--- src/rtl/imem_uart_loader_pkg.sv ---
// Shared constants and state encodings for the UART instruction-memory loader.
package imem_uart_loader_pkg;

  localparam logic [7:0]  SYNC_BYTE_DEF = 8'hA5;
  localparam int unsigned MAX_WORDS_DEF = 64;

  typedef enum logic [1:0] {RX_IDLE, RX_START, RX_DATA, RX_STOP} rx_state_t;

  typedef enum logic [2:0] {L_IDLE, L_CNT0, L_CNT1, L_DATA, L_CSUM, L_ERR} ld_state_t;

  // Word-count register width: bits needed for 0..max_words, rounded up to 16.
  function automatic int unsigned cnt_width(input int unsigned max_words);
    int unsigned w;
    w = $clog2(max_words + 1);
    return ((w + 15) / 16) * 16;
  endfunction

endpackage

--- src/rtl/imem_uart_loader_if.sv ---
// Instruction-memory write port plus load status, driven by the loader.
interface imem_uart_loader_if;
  logic        imem_we;
  logic [31:0] imem_a;
  logic [31:0] imem_wd;
  logic        busy;
  logic        done;
  logic        err;

  modport master (output imem_we, imem_a, imem_wd, busy, done, err);
  modport slave  (input  imem_we, imem_a, imem_wd, busy, done, err);
endinterface

--- src/rtl/imem_uart_loader_uart_rx_byte.sv ---
// 8N1 UART byte receiver: two-flop RX synchronizer, mid-bit sampling, registered
// one-cycle byte_valid / frame_err strobes.
module uart_rx_byte
  import imem_uart_loader_pkg::*;
#(
  parameter int unsigned CLKS_PER_BIT = 434
) (
  input  logic       clk,
  input  logic       rst_n,
  input  logic       rx,
  output logic       byte_valid,
  output logic [7:0] rx_byte,
  output logic       frame_err
);

  localparam int unsigned TW = $clog2(CLKS_PER_BIT);
  localparam logic [TW-1:0] HALF_M1 = TW'(CLKS_PER_BIT / 2 - 1);
  localparam logic [TW-1:0] FULL_M1 = TW'(CLKS_PER_BIT - 1);

  logic          sync1, rx_s;
  rx_state_t     state, state_n;
  logic [TW-1:0] tcnt, tcnt_n;
  logic [2:0]    bit_idx, bit_n;
  logic [7:0]    shreg, sh_n;
  logic          valid_n, ferr_n;

  // Idle-high synchronizer for the asynchronous line
  always_ff @(posedge clk or negedge rst_n) begin
    if (!rst_n) begin
      sync1 <= 1'b1;
      rx_s  <= 1'b1;
    end else begin
      sync1 <= rx;
      rx_s  <= sync1;
    end
  end

  always_ff @(posedge clk or negedge rst_n) begin
    if (!rst_n) begin
      state      <= RX_IDLE;
      tcnt       <= '0;
      bit_idx    <= '0;
      shreg      <= '0;
      byte_valid <= 1'b0;
      frame_err  <= 1'b0;
    end else begin
      state      <= state_n;
      tcnt       <= tcnt_n;
      bit_idx    <= bit_n;
      shreg      <= sh_n;
      byte_valid <= valid_n;
      frame_err  <= ferr_n;
    end
  end

  always_comb begin
    state_n = state;
    tcnt_n  = tcnt + TW'(1);
    bit_n   = bit_idx;
    sh_n    = shreg;
    valid_n = 1'b0;
    ferr_n  = 1'b0;
    case (state)
      RX_IDLE: begin
        tcnt_n = '0;
        if (!rx_s) state_n = RX_START;
      end
      RX_START: begin
        if (tcnt == HALF_M1) begin
          tcnt_n  = '0;
          bit_n   = '0;
          state_n = rx_s ? RX_IDLE : RX_DATA;
        end
      end
      RX_DATA: begin
        if (tcnt == FULL_M1) begin
          tcnt_n = '0;
          sh_n   = {rx_s, shreg[7:1]};
          if (bit_idx == 3'd7) state_n = RX_STOP;
          else                 bit_n   = bit_idx + 3'd1;
        end
      end
      RX_STOP: begin
        if (tcnt == FULL_M1) begin
          tcnt_n  = '0;
          state_n = RX_IDLE;
          valid_n = rx_s;
          ferr_n  = ~rx_s;
        end
      end
      default: state_n = RX_IDLE;
    endcase
  end

  assign rx_byte = shreg;

endmodule

--- src/rtl/imem_uart_loader.sv ---
// Frame loader: parses SYNC / count / words / checksum from the UART and writes
// consecutive words into instruction memory, reporting BUSY / DONE / ERR.
module imem_uart_loader
  import imem_uart_loader_pkg::*;
#(
  parameter int unsigned CLKS_PER_BIT = 434,
  parameter int unsigned MAX_WORDS    = MAX_WORDS_DEF,
  parameter logic [7:0]  SYNC_BYTE    = SYNC_BYTE_DEF
) (
  input  logic               CLK,
  input  logic               RST_N,
  input  logic               RX,
  imem_uart_loader_if.master bus
);

  localparam int unsigned CNT_W = cnt_width(MAX_WORDS);

  logic       byte_valid, frame_err;
  logic [7:0] rx_byte;

  uart_rx_byte #(.CLKS_PER_BIT(CLKS_PER_BIT)) u_rx (
    .clk       (CLK),
    .rst_n     (RST_N),
    .rx        (RX),
    .byte_valid(byte_valid),
    .rx_byte   (rx_byte),
    .frame_err (frame_err)
  );

  ld_state_t          state, state_n;
  logic               busy, busy_n, done, done_n, err, err_n, we, we_n;
  logic [31:0]        a, a_n, wd, wd_n, asm_r, asm_n;
  logic [7:0]         csum, csum_n;
  logic [CNT_W-1:0]   word_idx, word_n, count, count_n;
  logic [1:0]         byte_idx, bidx_n;
  logic [15:0]        n_words;

  always_ff @(posedge CLK or negedge RST_N) begin
    if (!RST_N) begin
      state    <= L_IDLE;
      busy     <= 1'b0;
      done     <= 1'b0;
      err      <= 1'b0;
      we       <= 1'b0;
      a        <= '0;
      wd       <= '0;
      asm_r    <= '0;
      csum     <= '0;
      word_idx <= '0;
      count    <= '0;
      byte_idx <= '0;
    end else begin
      state    <= state_n;
      busy     <= busy_n;
      done     <= done_n;
      err      <= err_n;
      we       <= we_n;
      a        <= a_n;
      wd       <= wd_n;
      asm_r    <= asm_n;
      csum     <= csum_n;
      word_idx <= word_n;
      count    <= count_n;
      byte_idx <= bidx_n;
    end
  end

  always_comb begin
    state_n = state;
    busy_n  = busy;
    done_n  = done;
    err_n   = err;
    we_n    = 1'b0;
    a_n     = a;
    wd_n    = wd;
    asm_n   = asm_r;
    csum_n  = csum;
    word_n  = word_idx;
    count_n = count;
    bidx_n  = byte_idx;
    n_words = {rx_byte, count[7:0]};
    case (state)
      L_IDLE: begin
        if (byte_valid && rx_byte == SYNC_BYTE) begin
          done_n  = 1'b0;
          err_n   = 1'b0;
          busy_n  = 1'b1;
          csum_n  = '0;
          word_n  = '0;
          bidx_n  = '0;
          state_n = L_CNT0;
        end
      end
      L_CNT0: begin
        if (byte_valid) begin
          count_n = CNT_W'(rx_byte);
          csum_n  = csum ^ rx_byte;
          state_n = L_CNT1;
        end
      end
      L_CNT1: begin
        if (byte_valid) begin
          count_n = CNT_W'(n_words);
          csum_n  = csum ^ rx_byte;
          if (32'(n_words) > 32'(MAX_WORDS)) state_n = L_ERR;
          else if (n_words == 16'd0)          state_n = L_CSUM;
          else                                state_n = L_DATA;
        end
      end
      L_DATA: begin
        if (byte_valid) begin
          csum_n = csum ^ rx_byte;
          asm_n[{byte_idx, 3'b000} +: 8] = rx_byte;
          bidx_n = byte_idx + 2'd1;
          // Fourth byte completes the little-endian word
          if (byte_idx == 2'd3) begin
            we_n   = 1'b1;
            a_n    = 32'({word_idx, 2'b00});
            wd_n   = {rx_byte, asm_r[23:0]};
            word_n = word_idx + CNT_W'(1);
            if (word_idx + CNT_W'(1) == count) state_n = L_CSUM;
          end
        end
      end
      L_CSUM: begin
        if (byte_valid) begin
          busy_n  = 1'b0;
          state_n = L_IDLE;
          if (rx_byte == csum) done_n = 1'b1;
          else                 err_n  = 1'b1;
        end
      end
      L_ERR: begin
        err_n   = 1'b1;
        done_n  = 1'b0;
        busy_n  = 1'b0;
        state_n = L_IDLE;
      end
      default: state_n = L_IDLE;
    endcase
    // A broken stop bit anywhere inside a frame aborts it
    if (frame_err && state != L_IDLE && state != L_ERR) begin
      we_n    = 1'b0;
      state_n = L_ERR;
    end
  end

  assign bus.imem_we = we;
  assign bus.imem_a  = a;
  assign bus.imem_wd = wd;
  assign bus.busy    = busy;
  assign bus.done    = done;
  assign bus.err     = err;

endmodule

--- src/flat_wrapper.sv ---
// flat-port wrapper written by rule: the top's interface ports become plain ports
module imem_uart_loader_flat import imem_uart_loader_pkg::*;
#(
  parameter int unsigned CLKS_PER_BIT = 434,
  parameter int unsigned MAX_WORDS    = MAX_WORDS_DEF,
  parameter logic [7:0]  SYNC_BYTE    = SYNC_BYTE_DEF
)
  (CLK, RST_N, RX, bus_imem_we, bus_imem_a, bus_imem_wd, bus_busy, bus_done, bus_err);
  imem_uart_loader_if bus_i ();
  input  logic CLK;
  input  logic RST_N;
  input  logic RX;
  output wire logic [$bits(bus_i.imem_we)-1:0] bus_imem_we;
  output wire logic [$bits(bus_i.imem_a)-1:0] bus_imem_a;
  output wire logic [$bits(bus_i.imem_wd)-1:0] bus_imem_wd;
  output wire logic [$bits(bus_i.busy)-1:0] bus_busy;
  output wire logic [$bits(bus_i.done)-1:0] bus_done;
  output wire logic [$bits(bus_i.err)-1:0] bus_err;
  assign bus_imem_we = bus_i.imem_we;
  assign bus_imem_a = bus_i.imem_a;
  assign bus_imem_wd = bus_i.imem_wd;
  assign bus_busy = bus_i.busy;
  assign bus_done = bus_i.done;
  assign bus_err = bus_i.err;
  imem_uart_loader #(.CLKS_PER_BIT(CLKS_PER_BIT), .MAX_WORDS(MAX_WORDS), .SYNC_BYTE(SYNC_BYTE)) u_core (.CLK(CLK), .RST_N(RST_N), .RX(RX), .bus(bus_i));
endmodule
--- config.mk ---
export PLATFORM = sky130hd
export DESIGN_NAME = imem_uart_loader_flat
export DESIGN_NICKNAME = d
export VERILOG_FILES = /design/src/rtl/imem_uart_loader_pkg.sv /design/src/rtl/imem_uart_loader_if.sv /design/src/rtl/imem_uart_loader_uart_rx_byte.sv /design/src/rtl/imem_uart_loader.sv /design/src/flat_wrapper.sv
export SDC_FILE = /design/constraint.sdc
export NUM_CORES = 1
export LEC_CHECK = 0
export BUFFER_PORTS_ARGS = -buffer_cell sky130_fd_sc_hd__buf_2
export CAP_MARGIN = 0
export CORE_ASPECT_RATIO = 1.4
export CORE_MARGIN = 2
export CORE_UTILIZATION = 25
export DETAILED_ROUTE_END_ITERATION = 10
export GPL_TIMING_DRIVEN = 0
export HOLD_SLACK_MARGIN = 0.08
export PLACE_DENSITY = 0.42
export RECOVER_POWER = 100
export SLEW_MARGIN = 0
export SYNTH_ARGS = -nofsm -noshare
export SYNTH_HDL_FRONTEND = slang
export SYNTH_SLANG_ARGS = --single-unit
--- constraint.sdc ---
create_clock -name CLK -period 3.55 [get_ports CLK]
set_input_delay 0.1775 -clock CLK [delete_from_list [all_inputs] [get_ports CLK]]
set_output_delay 0.1775 -clock CLK [all_outputs]
set_load 0.005 [all_outputs]
==> results of run 1 <==
-- final cells by class --
class,count,area (sq um),share of cell area [%]
Buffer,62,316.6,3.743
Clock buffer,20,456.7,5.399
Clock inverter,11,102.6,1.213
Inverter,11,41.29,0.4882
Multi-Input combinational cell,579,3103,36.69
Sequential cell,147,3681,43.52
Tap cell,370,462.9,5.473
Timing Repair Buffer,57,294.0,3.476
-- timing repair --
| action | in CTS | in global routing |
|---|---|---|
| hold buffers | 2 | 0 |
| hold endpoints to repair | 69 | 0 |
| resized for setup | 0 | 0 |
-- cells in the final DEF (no fill, tap or decap), types with 3 or more instances in the layout --
cell,n
dfrtp_1,145
nor3_1,7
o41ai_1,3
xnor2_1,18
nor2_1,38
ha_1,11
nand2_1,241
a211oi_1,4
nor4_1,9
a22oi_1,9
o21ai_0,85
conb_1,16
xor2_1,14
a31oi_1,3
mux2_2,16
or3_1,4
buf_4,20
o31ai_1,6
clkinv_2,3
clkinvlp_4,3
nand2b_1,4
buf_2,40
and3_1,12
inv_1,11
clkbuf_1,53
a211o_1,3
nor2b_1,7
nand4_1,6
nand3_1,13
a21oi_1,14
clkbuf_16,17
-- sequential cells by signal, summed over array words and instances, names as in the netlist, 2 cells and up, named ones only --
signal and cells:
u_core.u_rx.rx_byte 8, u_core.u_rx.bit_idx 3, u_core.byte_idx 2, u_core.count 16
u_core.bus.imem_wd 32, u_core.u_rx.tcnt 9, u_core.state 3, u_core.asm_r 24
u_core.bus.imem_a 16, u_core.word_idx 16, u_core.csum 8
-- per-layer routing --
metal / vias up / wire length, microns / global-route usage, %
met1: 2700 / 8324 / 16.33
met2: 82 / 9388 / 23.13
met5: - / 0 / 0
met4: 0 / 277 / 3.988
met3: 16 / 535 / 2.685
li1: 2800 / - / -
-- synthesized netlist by cell type, types with 11 or more instances --
master    number  area share (%)
xor2_1        14             1.7
o21ai_0       85             6.0
nand3_1       13            0.92
inv_1         11            0.58
ha_1          11             1.9
a21oi_1       14            0.99
mux2_2        17             2.7
nand2_1      241              13
and3_1        12             1.1
nor2_1        38             2.0
buf_4         20             2.1
clkbuf_1      31             1.6
dfrtp_1      145              51
xnor2_1       18             2.2
-- power breakdown --
part | internal, uW | total [uW] | switching (uW)
Combinational | 16.9 | 57.2 | 40.3
Clock | 999 | 1730 | 727
Sequential | 1680 | 1680 | 0.756
Total | 2690 | 3460 | 768
-- metrics by stage --
stage | std cells | utilization (%) | setup WS (ns) | hold slack [ns]
after floorplan | 799 | - | 1.341 | -0.1181
after global placement | 1223 | 28.38 | -0.1326 | 0.2828
after detailed placement | 1224 | 28.52 | 0.6710 | 0.1819
after CTS | 1257 | 30.61 | 0.6608 | 0.3163
after global routing | 1257 | 30.48 | 0.4201 | 0.3684
final | 1257 | 30.48 | 0.7307 | 0.3552
-- kinds of logic (layout without fill, tap and decap cells) --
logic type                 after synthesis  in the layout
and+or+nand+nor                        361            361
DFF                                    147            147
AOI/OAI and AO/OA                      140            140
buffers and inverters                   73            161
xor gates and xnor gates                32             32
muxes                                   19             19
adders and majority gates               11             11
other                                    1             16
-- worst paths after layout --
kind | slack (ns) | end | startpoint | depth (start not counted)
max in group asynchronous | 1.57 | u_core.u_rx.sync1 | RST_N | 3
setup reg to reg | 0.73 | u_core.state[0] | u_core.word_idx[0] | 8
setup / recovery | 0.73 | u_core.state[0] | u_core.word_idx[0] | 8
hold / removal | 0.36 | u_core.u_rx.rx_s | u_core.u_rx.sync1 | 0
hold reg to reg | 0.36 | u_core.u_rx.rx_s | u_core.u_rx.sync1 | 0
min in group asynchronous | 0.78 | u_core.bus.imem_wd[20] | RST_N | 2
-- worst register-to-register path, delay by kind of cell (launching register included) --
kind | cells | cell delay [ns]
AND/OR/NAND/NOR | 4 | 1.37
AO/OA/AOI/OAI | 3 | 0.54
flip-flops | 1 | 0.47
adder cells (fa/ha/maj) | 1 | 0.31
==> impl_metrics.py, run 1 <==
metrics = {
    "outcome": {
        "status": "finished with violations",
        "violations": "max-capacitance violations, max-slew violations",
    },
    "route": {
        "routed_via_density": 4.453,
        "drtIter0Drc": 184,
        "drc": 0,
        "vias": 5598,
        "routedWlPerCell_microns": 14.74,
        "first_pass_iters": 4,
        "routed_wl_microns": 18530,
        "antenna_left": 0,
    },
    "synth": {
        "synth_fa_ha_area_share_pct": 1.942,
        "synth_mux_area_share_pct": 2.984,
        "synth_compound_area_share_pct": 11.62,
        "synth-simple-area-share_pct": 22.44,
        "ys_types": 56,
        "async_flop_share_pct": 100.0,
        "ys.flop_type": "dfrtp_1",
        "synth_edf_count": 0,
        "synth_top_family_by_area": "simple AND/OR/NAND/NOR gates",
        "avgSynthCellArea_sq_um": 9.038,
        "yosys_register_bits": 147,
        "yosysWarnings": 0,
        "synth_cells": 784,
        "syn-cell-area_sq_um": 7086,
        "yosysSeqAreaShare_pct": 51.95,
        "synth_xor_area_share_pct": 3.956,
    },
    "power_and_ir_drop": {
        "power_density_nw_per_um2": 409.3,
        "vdd_drop_max_v": 0.0003372,
        "p_leak_uw": 0.004059,
        "total_power_uw": 3462,
    },
    "clock_tree": {
        "clock_sinks": 147,
        "cts_tree": "yes",
        "postCtsSetupRepairBufs": 0,
        "cts_root_buffer": "clkbuf_16",
        "clk_latency_ns": 0.43,
        "ctsHtreeMaxLevel": 4,
        "clockBufferDepth": 2,
        "cts_buffers": 17,
        "clk_pin_slew_worst_paths_ns": 0.06,
    },
    "die": {
        "core_area_sq_um": 27750,
        "num_rows": 72,
        "start_util_pct": 25.54,
        "die_w_microns": 146.3,
        "die-area_sq_um": 29720,
        "die_y_microns": 203.2,
        "io_pins": 71,
    },
    "sta": {
        "tightest_slew_ns": 1.868,
        "post-route-min-period_ns": 2.819,
        "timing.final.setup_violations": 0,
        "finalHoldViolations": 0,
        "fmax_ghz": 0.3547,
        "period_share_pct": 79.42,
        "fin_skew_ns": 0.01409,
        "rsz0062_at_grt": "no",
        "finalSetupTns_ns": 0,
        "slew_headroom_pct": -24.53,
        "slew_viol_final": 69,
    },
    "placement": {
        "place.gp.congestion": 0.7787,
        "dp_hpwl_microns": 12910,
        "portBuffers": 54,
        "place_area_sq_um": 7913,
    },
    "grt": {
        "antenna_found_initial": 0,
        "grt_usage_pct": 13.18,
        "grt_pass1_vias": 5654,
        "grt_pass1_wl_microns": 30930,
        "grt_max_degree": 80,
        "overflow": 0,
    },
    "setup_path": {
        "crit_required_ns": 3.85,
        "cp_cell_sequence": "ha_1 > and4_1 > nand3_1 > a311oi_1 > a31oi_1 > nor4_1 > a311oi_1 > or3_1",
        "critical-path-max-stage-delay_ns": 0.47,
        "critPathLaunchType": "register",
        "crit_buf_inv": 0,
        "worstPathMaxFanout": 7,
        "crit_type": "reg2reg",
        "arrival_ns": 3.11,
        "crit_path_end_kind": "register",
        "critPathSlowestCell": "dfrtp_1",
        "crit_path_frequent_cell": "a311oi_1",
        "cp_top_family": "simple AND/OR/NAND/NOR gates",
    },
    "finish": {
        "nNetsFinal": 889,
        "nFillCells": 3022,
        "drive_gt1_share_pct": 13.75,
        "antenna_cells": 0,
        "area_growth_syn_to_layout_pct": 19.37,
        "final_cell_area_sq_um": 8458,
    },
    "run": {
        "cap_violations": 1,
    },
    "hold_path": {
        "hold_class": "reg2reg",
    },
}
Power figures use the tool's default switching activity.
==> run 2, diff against run 1 <==
- ABC_AREA: default -> 1
- PLACE_DENSITY: 0.42 -> 0.44
- clock period: 3.55 -> 2.5 ns (I/O delays scaled with it)
==> run 2 against run 1 <==
The run still ends with max-capacitance violations, max-slew violations left; synthesized area up 0.74%; sequential power up 42%; first-iteration DRC count up 70%; clock-buffer cell count down 3; largest power group unchanged; highest routed layer unchanged.
==> impl_metrics.py, run 2 <==
metrics = {
    "outcome": {
        "status": "finished with violations",
        "violations": "max-capacitance violations, max-slew violations",
    },
    "finish": {
        "final_cell_area_sq_um": 8483,
        "drive_gt1_share_pct": 12.18,
        "antenna_cells": 0,
        "largest_reg_flops": 32,
        "nNetsFinal": 937,
        "final_util_pct": 30.06,
        "instances_no_fill": 1311,
        "final_common_cell": "nand2_1",
        "multiInputGateArea_sq_um": 2739,
        "area_growth_syn_to_layout_pct": 18.84,
        "seq_area_sq_um": 3681,
        "nFillCells": 3002,
        "final_cell_mix": "nand2_1 (170), dfrtp_1 (145), inv_1 (108), o21ai_0 (104), nand3_1 (61)",
    },
    "power_and_ir_drop": {
        "p_leak_uw": 0.003894,
        "vdd_drop_max_v": 0.0004949,
        "power_density_nw_per_um2": 595.6,
    },
    "synth": {
        "ys_types": 40,
        "synth_top_area_share_pct": 50.83,
        "ys.flop_type": "dfrtp_1",
        "synth_edf_count": 0,
        "yosysSeqAreaShare_pct": 51.57,
        "synthTopCellsByArea": "dfrtp_1 (51%), nand2_1 (8.8%), o21ai_0 (6.2%)",
        "synth.most_common_cell": "nand2_1",
        "async_flop_share_pct": 100.0,
        "yosys_register_bits": 147,
        "syn-cell-area_sq_um": 7138,
        "synth_cells": 832,
        "yosysWarnings": 0,
        "synth_top_area_cell": "dfrtp_1",
        "yosys-top-cells-count": "nand2_1 (168), dfrtp_1 (145), inv_1 (105)",
        "avgSynthCellArea_sq_um": 8.579,
    },
    "clock_tree": {
        "ctsHtreeMaxLevel": 4,
        "clk_latency_ns": 0.44,
        "cts_root_buffer": "clkbuf_16",
        "postCtsSetupRepairBufs": 0,
        "clk_pin_slew_worst_paths_ns": 0.07,
        "clockBufferDepth": 2,
        "cts_buffers": 17,
        "clock_sinks": 147,
        "cts_tree": "yes",
    },
    "setup_path": {
        "r2r-start": "u_core.state[2]",
        "r2r_end": "u_core.word_idx[15]",
        "arrival_ns": 2.62,
        "crit_path_end_kind": "register",
        "critical-path-max-stage-delay_ns": 0.47,
        "crit_buf_inv": 5,
        "critPathLaunchType": "register",
        "ff2ff_path_depth": 11,
        "crit_type": "reg2reg",
        "cp_cell_sequence": "inv_1 > nand2_1 > nor2_4 > inv_1 > nor2_2 > inv_2 > nor2_8 > inv_4 > a21oi_4 > buf_4 > o22ai_1",
        "crit_path_frequent_cell": "inv_1",
        "crit_required_ns": 2.79,
        "worstPathMaxFanout": 10,
        "critPathSlowestCell": "dfrtp_1",
        "cp_top_family": "buffers and inverters",
        "rrSetupSlack_ns": 0.17,
    },
    "die": {
        "die_w_microns": 146.8,
        "core_area_sq_um": 28220,
        "num_rows": 73,
        "io_pins": 71,
        "start_util_pct": 25.29,
        "die_y_microns": 203.9,
        "die-area_sq_um": 29940,
    },
    "grt": {
        "grt_usage_pct": 13.68,
        "grt_pass1_vias": 5806,
        "grt_max_degree": 79,
        "antenna_found_initial": 0,
        "overflow": 0,
        "grt_pass1_wl_microns": 31840,
    },
    "route": {
        "wl_met2_microns": 9901,
        "route.met3.wl_microns": 665,
        "drc": 0,
        "antenna_left": 0,
        "routedLengthMet1_microns": 8386,
        "vias": 5683,
        "first_pass_iters": 5,
        "drtIter0Drc": 313,
        "routed_via_density": 4.335,
        "dr.max_layer_used": "met4",
        "routedWlPerCell_microns": 14.75,
        "routed_wl_microns": 19340,
    },
    "sta": {
        "slew_viol_final": 70,
        "finalSetupTns_ns": 0,
        "tightest_slew_ns": 1.846,
        "fmax_ghz": 0.4299,
        "finalHoldViolations": 0,
        "post-route-min-period_ns": 2.326,
        "period_share_pct": 93.05,
        "timing.final.setup_violations": 0,
        "slew_headroom_pct": -23.06,
        "rsz0062_at_grt": "no",
        "fin_skew_ns": 0.01232,
    },
    "placement": {
        "dp_hpwl_microns": 13940,
        "dpl.cell_count": 1277,
        "portBuffers": 54,
        "place.gp.congestion": 0.7965,
        "place_area_sq_um": 7968,
    },
    "hold_path": {
        "min_to": "u_core.u_rx.sync1",
        "worstHoldStart": "RX",
        "hold_class": "in2reg",
        "whs_path_depth": 2,
    },
    "run": {
        "cap_violations": 1,
    },
}
[run 2: cell count changes in the layout (fill, tap and decap cells not counted), moves of 10 or more]
cell,previous run,this run
nand4_1,6,31
and3_1,12,0
o21ai_0,85,104
nand2_1,241,170
o22ai_1,0,19
inv_1,11,108
xor2_1,14,4
buf_2,40,19
xnor2_1,18,6
nand3_1,13,61
mux2_2,16,0
nor2_1,38,60
[run 2: stage by stage]
| stage | total power (uW) | worst slack [ns] | hold slack (ns) |
|---|---|---|---|
| after floorplan | 2451 | 0.6955 | -0.1706 |
| after global placement | 2504 | -1.068 | 0.2313 |
| after detailed placement | 2511 | 0.2182 | 0.2126 |
| after CTS | 5113 | 0.2177 | 0.3122 |
| after global routing | 5233 | 0.02712 | 0.3283 |
| final | 5053 | 0.1736 | 0.3262 |
[run 2: worst reg2reg max path, cell delays in order, from the launching register on]
cell and delay, ns:
dfrtp_1 0.47, inv_1 0.13, nand2_1 0.10, nor2_4 0.15, inv_1 0.10, nor2_2 0.12, inv_2 0.11, nor2_8 0.22
inv_4 0.11, a21oi_4 0.32, buf_4 0.27, o22ai_1 0.10
[run 2: worst max-delay path by stage]
stage,start,endpoint,cells after the start
6_report,u_core.state[2],u_core.word_idx[15],11
5_1_grt,u_core.word_idx[0],u_core.state[1],14
4_1_cts,u_core.state[2],u_core.word_idx[15],11
3_5_place_dp,u_core.state[2],u_core.word_idx[15],11
3_3_place_gp,RST_N,u_core.u_rx.state[0],1
2_1_floorplan,u_core.byte_idx[0],u_core.asm_r[0],6
[run 2: cells by family after synthesis]
group,count (synthesis),synth area share (%)
AOI/OAI and AO/OA,145,11.08
xor gates and xnor gates,10,1.227
adders and majority gates,11,1.928
buffers and inverters,159,10.50
DFF,147,51.57
muxes,6,1.262
other,1,0.05254
and+or+nand+nor,353,22.38
[run 2: repair_timing]
action / 4_1_cts / 5_1_grt
hold buffers: 2 / 0
hold endpoints to repair: 70 / 0
endpoints found under the setup margin: 0 / 8
resized for setup: 0 / 2
[run 2: layer usage]
layer | track usage, % | vias up
li1 | - | 2873
met4 | 4.889 | 0
met2 | 24.38 | 92
met5 | 0 | -
met1 | 16.19 | 2693
met3 | 2.969 | 25
[run 2: cell type report]
cell class / instances / share of cell area [%]
Buffer: 43 / 3.451
Sequential cell: 147 / 43.39
Tap cell: 375 / 5.531
Multi-Input combinational cell: 541 / 32.29
Clock inverter: 15 / 1.858
Timing Repair Buffer: 57 / 3.230
Clock buffer: 17 / 5.015
Inverter: 116 / 5.236
[run 2: where the power goes]
part	total, uW	internal [uW]	switching, uW	leakage [uW]
Combinational	80.6	23.5	57.1	0.00159
Clock	2590	1480	1110	0.000276
Sequential	2380	2380	1.36	0.00203
Total	5050	3880	1170	0.00389
